File: config.mk
export PLATFORM = sky130hd
export DESIGN_NAME = pipeline_stage_reg
export DESIGN_NICKNAME = d
export VERILOG_FILES = /design/src/rtl/pipeline_stage_reg.sv
export SDC_FILE = /design/constraint.sdc
export NUM_CORES = 1
export LEC_CHECK = 0
export BUFFER_PORTS_ARGS = -buffer_cell sky130_fd_sc_hd__buf_2
export CAP_MARGIN = 20
export CORE_UTILIZATION = 55
export CTS_BUF_LIST = sky130_fd_sc_hd__clkbuf_4 sky130_fd_sc_hd__clkbuf_8
export CTS_CLUSTER_SIZE = 28
export DETAILED_ROUTE_END_ITERATION = 16
export HOLD_SLACK_MARGIN = 0.12
export PLACE_DENSITY = 0.91
export RECOVER_POWER = 50
export REMOVE_ABC_BUFFERS = 1
export SKIP_CTS_REPAIR_TIMING = 1
export SLEW_MARGIN = 20
export SYNTH_ARGS = -nofsm -noshare
export SYNTH_HDL_FRONTEND = slang
export SYNTH_SLANG_ARGS = --single-unit
File: constraint.sdc
create_clock -name clk -period 2.2 [get_ports clk]
set_input_delay 0.44 -clock clk [delete_from_list [all_inputs] [get_ports clk]]
set_output_delay 0.44 -clock clk [all_outputs]
set_load 0.02 [all_outputs]
File: src/rtl/pipeline_stage_reg.sv
// pipeline_stage_reg: one pipeline-stage register with a single skid entry.
// The main register drives the outputs; the skid register absorbs the one
// item that upstream may send in the cycle that downstream stalls, so that
// readyOut can be a pure function of registered state.
module pipeline_stage_reg #(
   parameter int DATA_W = 32,
   parameter int CTRL_W = 8,
   parameter int CNT_W  = 16
) (
   input  logic              clk,
   input  logic              reset,
   input  logic              flush,
   input  logic              validIn,
   input  logic [DATA_W-1:0] dataIn,
   input  logic [CTRL_W-1:0] ctrlIn,
   output logic              readyOut,
   output logic              validOut,
   output logic [DATA_W-1:0] dataOut,
   output logic [CTRL_W-1:0] ctrlOut,
   input  logic              readyIn,
   output logic [1:0]        occupancy,
   output logic [CNT_W-1:0]  stallCount
);

   typedef enum logic [1:0] {
      EMPTY = 2'd0,
      ONE   = 2'd1,
      FULL  = 2'd2
   } state_t;

   state_t              state_q, state_d;
   logic [DATA_W-1:0]   main_data_q, main_data_d;
   logic [CTRL_W-1:0]   main_ctrl_q, main_ctrl_d;
   logic [DATA_W-1:0]   skid_data_q, skid_data_d;
   logic [CTRL_W-1:0]   skid_ctrl_q, skid_ctrl_d;
   logic [CNT_W-1:0]    stall_cnt_q, stall_cnt_d;

   // Increment that sticks at the all-ones value instead of wrapping.
   function automatic logic [CNT_W-1:0] sat_inc(input logic [CNT_W-1:0] v);
      return (&v) ? v : v + CNT_W'(1);
   endfunction

   // Next-state and storage updates; flush overrides every handshake event
   // but leaves payload storage untouched.
   always_comb begin
      state_d     = state_q;
      main_data_d = main_data_q;
      main_ctrl_d = main_ctrl_q;
      skid_data_d = skid_data_q;
      skid_ctrl_d = skid_ctrl_q;
      if (flush) begin
         state_d = EMPTY;
      end else begin
         case (state_q)
            EMPTY: begin
               if (validIn) begin
                  main_data_d = dataIn;
                  main_ctrl_d = ctrlIn;
                  state_d     = ONE;
               end
            end
            ONE: begin
               if (validIn && readyIn) begin
                  main_data_d = dataIn;
                  main_ctrl_d = ctrlIn;
               end else if (validIn) begin
                  skid_data_d = dataIn;
                  skid_ctrl_d = ctrlIn;
                  state_d     = FULL;
               end else if (readyIn) begin
                  state_d = EMPTY;
               end
            end
            FULL: begin
               if (readyIn) begin
                  main_data_d = skid_data_q;
                  main_ctrl_d = skid_ctrl_q;
                  state_d     = ONE;
               end
            end
            default: state_d = EMPTY;
         endcase
      end
   end

   // Stall counter counts every edge where downstream refuses a valid entry,
   // independent of flush.
   always_comb begin
      stall_cnt_d = stall_cnt_q;
      if ((state_q != EMPTY) && !readyIn) begin
         stall_cnt_d = sat_inc(stall_cnt_q);
      end
   end

   // State, payload and counter registers with asynchronous clear.
   always_ff @(posedge clk or negedge reset) begin
      if (!reset) begin
         state_q     <= EMPTY;
         main_data_q <= '0;
         main_ctrl_q <= '0;
         skid_data_q <= '0;
         skid_ctrl_q <= '0;
         stall_cnt_q <= '0;
      end else begin
         state_q     <= state_d;
         main_data_q <= main_data_d;
         main_ctrl_q <= main_ctrl_d;
         skid_data_q <= skid_data_d;
         skid_ctrl_q <= skid_ctrl_d;
         stall_cnt_q <= stall_cnt_d;
      end
   end

   assign readyOut   = (state_q != FULL);
   assign validOut   = (state_q != EMPTY);
   assign dataOut    = main_data_q;
   assign ctrlOut    = validOut ? main_ctrl_q : '0;
   assign occupancy  = state_q;
   assign stallCount = stall_cnt_q;

endmodule

## Yosys cells after proc, flatten, opt, wreduce, memory -nomap -nowiden

Cells that the tools add are included.

- RAM bits: 0
- Memories kept: 0
- Register bits after elaboration: 98
- Output and inout port bits: 60
- Latch bits: 0
- ROM bits: 0

- Multiplexer cells: 16
- Equality and inequality tests: 10
- Shift operators: 0
- Reduce and logical (&&, ||, !) cells: 11
- Divide/modulo/power cells: 0
- $add $sub $neg: 1
- Multipliers: 0
- Bitwise logic cells: 3
- Magnitude comparators: 0

Operators by type and width:

| cell | number |
|---|---|
| 32-bit two-way mux | 3 |
| 32-bit case mux with 3 select lines | 1 |
| 8-bit two-way mux | 4 |
| 8-bit case mux with 3 select lines | 1 |
| 16-bit by 1-bit adder with 16-bit output, second input constant | 1 |
| 16-bit AND reduction | 1 |
| 2-bit two-way mux | 6 |
| 3-bit != test, second input constant | 3 |
| 2-bit != test, second input constant | 4 |
| 4-bit AND reduction | 2 |
| 2-bit case mux with 3 select lines | 1 |
| 5-bit AND reduction | 1 |
| 4-bit != test, second input constant | 1 |
| 1-bit NOT | 3 |
| 3-bit nonzero test | 1 |
| 2-bit by 1-bit == test with 1-bit output, second input constant | 1 |
| 2-bit == test, second input constant | 1 |
| 1-bit logical AND | 2 |
| 2-bit zero test | 1 |
| 2-bit AND reduction | 1 |
| 2-bit nonzero test | 1 |
| 1-bit zero test | 1 |

## Longest topological paths before layout

- Depth after elaboration: 5
- Mapped depth: 7

## Worst setup path before layout

Ideal clock, no wire load.

- Path kind: reg-to-reg
- Start: register state_q[1], in the netlist occupancy[1]
- End: register skid_ctrl_q[0]
- Cell stages (with the launch flop): 5
- Buffers on the path: 2
- Path slack: 457 ps
- Data arrival time: 1618 ps
- Data required time: 2075 ps
- Library setup time: 125 ps
- Period minus slack after synthesis: 1743 ps
- Path through: dfrtp_1 -> or4_4 -> buf_6 -> buf_12 -> mux2_4

- Longest elaborated chain between the ends: 2

Ends and longest elaborated chain:

| what | RTL line | text |
|---|---|---|
| start: declaration | 31 | `state_t state_q, state_d;` |
| start signal: assignment | 105 | `state_q <= state_d;` |
| 2-bit by 1-bit == test with 1-bit output | 54 | `case (state_q)` |
| 4-bit AND reduction (no source line) | - |  |
| end signal: assignment | 109 | `skid_ctrl_q <= skid_ctrl_d;` |
| end: declaration | 35 | `logic [CTRL_W-1:0] skid_ctrl_q, skid_ctrl_d;` |

No other way between the ends.
A chain may end at the register's enable or synchronous reset.

## Final worst setup path

- Start: register state_q[1], in the netlist occupancy[1]
- End: output readyOut

- Longest elaborated chain between the ends: 1

Ends and longest elaborated chain:

| what | RTL line | text |
|---|---|---|
| 2-bit != test | 114 | `assign readyOut = (state_q != FULL);` |
| end: declaration | 16 | `output logic readyOut,` |

No other way between the ends.

==> results by group <==
Timing
  • Setup_tns: 0 ps
  • Hold_ws: roughly 330 ps
  • Max-slew headroom: around 53%
  • Crit share post-route: just under 90%
  • Fin Clk Skew: 14.1 ps
  • Final worst path period need: between 1500 and 2000 ps
  • Setup ws final: ~270 ps
  • Slew @ Worst Pin: ~710 ps
  • Final hold vios: 0
  • Fmax: roughly 520 MHz
  • RSZ-0062 raised after global routing: no
  • Slew Limit Fails: 0
  • Final setup fails: 0

Critical path
  • Critical Path Sink Type: primary output
  • CP peak stage delay: around 480 ps
  • Worst-path fanout max: 19
  • Crit Path Class: reg -> out
  • WP data arrival: 1490 ps
  • CP cell instances: nor2b_4 > inv_2 > buf_2
  • Critical Path RT: about 1800 ps
  • Startpoint types: flip-flop
  • Critical-path top delay cell: dfrtp_1

Clocking
  • H-tree Lvls: 3
  • Clock buffer depth: 2
  • Worst-path clk slew: about 90 ps
  • CTS buffer count: 9
  • CTS tree: done
  • CTS root buf: clkbuf_8
  • TritonCTS sink count: 98
  • Worst skew pair latency: 340 ps

Global route
  • Initial antenna violation count: 0
  • First-pass GRT wire length: approximately 16000 um
  • Number of global-route vias before repair: ~3300
  • Pin count of the biggest net entering global routing: 54
  • Gr usage total: about 23%
  • GRT overflow: 0

Power and ir drop
  • P_leak: 2.79 nW
  • Total power: 4.77 mW
  • Clk pwr share: between 20% and 30%
  • Seq pwr share: ~52%
  • Pint: 3.27 mW
  • Switching power: between 1 and 1.5 mW
  • Power Dens Cells: roughly 900 nW/um^2
  • Sw Share: 31.4%
  • Combinational power share: around a quarter
  • Max VDD drop: roughly 0.48 mV

Logic synthesis
  • Part of the Yosys area used for sequential elements: between 50% and 60%
  • Synthesized instance count: approximately 400
  • FF+latch count, synth: approximately 100
  • Asr flop ratio synth: 100%
  • Post-Syn Area per Cell: 11.5 sq um
  • Post-synth EDFFs: 0
  • Synth top area share: 52.7%
  • Mapped Area: 4650 sq um
  • YS warnings: 0
  • Ys flop type: dfrtp_1
  • Netlist cell types: 38
  • Most common cell in the netlist: nand2_1
  • Biggest area consumer among synthesized cells: dfrtp_1
  • Synth area leaders: dfrtp_1 53%, mux2_4 13%, nand2_1 10%
  • Top post-synthesis cells by count: 127 x nand2_1, 98 x dfrtp_1, 39 x mux2_4

Placement
  • Post-DP Area: 5270 sq um
  • Dpl ws: between 300 and 400 ps
  • DP Cell Count: around 600
  • RD Place Congestion: between 0.8 and 0.9
  • Dpl hpwl: 6600 um
  • Port Buffer Count: 104

Detailed routing
  • Number of vias per cell: 5.26
  • Routed WL: ~9500 um
  • Residual DRC count: 0
  • Vias post-DR: 3248
  • Drt wl/cell: roughly 15 um
  • Drt first pass iters: 4
  • DR iter-0 viols: about 130
  • Post-DRT Antenna Nets: 0

Floorplan
  • Chip Width: ~94 um
  • Area of the core: around 8000 sq um
  • Io pins: 105
  • Die ar.: roughly 8800 sq um
  • Std-Cell Rows: 33
  • Die height: roughly 94 um
  • Starting Density: a little under three fifths

Cells and area
  • Share of layout cells above drive strength 1: 32.4%
  • N_diodes: 0
  • Design Area, Final: 5410 sq um
  • Synth-to-Final Area Change: 16.3%
  • Register area: 2450 sq um
  • Fin nets: ~550
  • Multi-input gate area: 2060 sq um
  • Non-filler cells, final: around 600
  • Final core utilization: about 66%
  • Fillers: around 650

Outcome
  • Outcome: finished clean

Run
  • Total of max-cap violations: 0

Hold path
  • Worst Hold Class: in -> reg
==> layout by cell type (no fill, tap or decap), types with 4 or more instances in the layout <==
| master | instances |
|---|---|
| a21oi_1 | 4 |
| and4_1 | 4 |
| buf_2 | 73 |
| buf_4 | 5 |
| clkbuf_1 | 30 |
| clkbuf_8 | 10 |
| dfrtp_1 | 98 |
| mux2_1 | 21 |
| mux2_2 | 22 |
| mux2_4 | 39 |
| nand2_1 | 127 |
| nand3_1 | 7 |
| nor2_1 | 13 |
| nor2b_1 | 8 |
| nor3_1 | 4 |
| nor4_1 | 4 |
| xor2_1 | 7 |
==> registers in the layout, summed over array words and instances (netlist names) <==
| name | flops |
|---|---|
| dataOut | 32 |
| skid_data_q | 32 |
| stallCount | 16 |
| main_ctrl_q | 8 |
| skid_ctrl_q | 8 |
| occupancy | 2 |
==> power groups by stage <==
stage               sequential [mW]  combinational (mW)  clock (mW)
global placement               2.49                1.19           0
floorplan                      2.66               0.638           0
global route                   2.54                1.30        1.18
CTS                            2.49                1.25        1.11
detailed placement             2.51                1.26           0
finish                         2.49                1.20        1.08
==> logic make-up after synthesis <==
group | Yosys count | synth area share [%]
simple gates | 178 | 16.6
xor+xnor | 9 | 1.70
compound gates | 12 | 1.83
flops | 98 | 52.7
buf+inv | 21 | 3.39
fa+ha+maj | 1 | 0.269
mux | 84 | 23.4
==> routing by layer <==
metal  track usage [%]  up-vias  routed length (um)
met4              8.59        0                 133
met3              4.13       12                 358
met2              38.7       86                4750
li1                  -     1554                   -
met1              29.2     1596                4230
met5                 0        -                   0
==> final cells by class <==
type | instances | share of cell area [%]
sequential | 98 | 45.3
multi-input combinational | 284 | 38.1
timing repair buffer | 112 | 10.6
clock buffer | 11 | 2.68
tap | 105 | 2.43
clock inverter | 5 | 0.694
inverter | 3 | 0.208
==> path summary, 6_finish.rpt <==
check	slack (ps)	cells after the start	to	startpoint
max	270	3	readyOut	occupancy[1]
min	330	2	occupancy[0]	flush
max reg2reg	390	4	stallCount[13]	stallCount[4]
min reg2reg	490	1	main_ctrl_q[3]	main_ctrl_q[3]
max in group asynchronous	610	3	skid_data_q[26]	reset
min in group asynchronous	530	2	skid_data_q[24]	reset
==> worst max-delay path: cells and delay by family (launching register included) <==
kind | cells | cell delay (ps)
buffers and inverters | 2 | 490
and+or+nand+nor | 1 | 170
DFF | 1 | 480
Power figures use the tool's default switching activity.
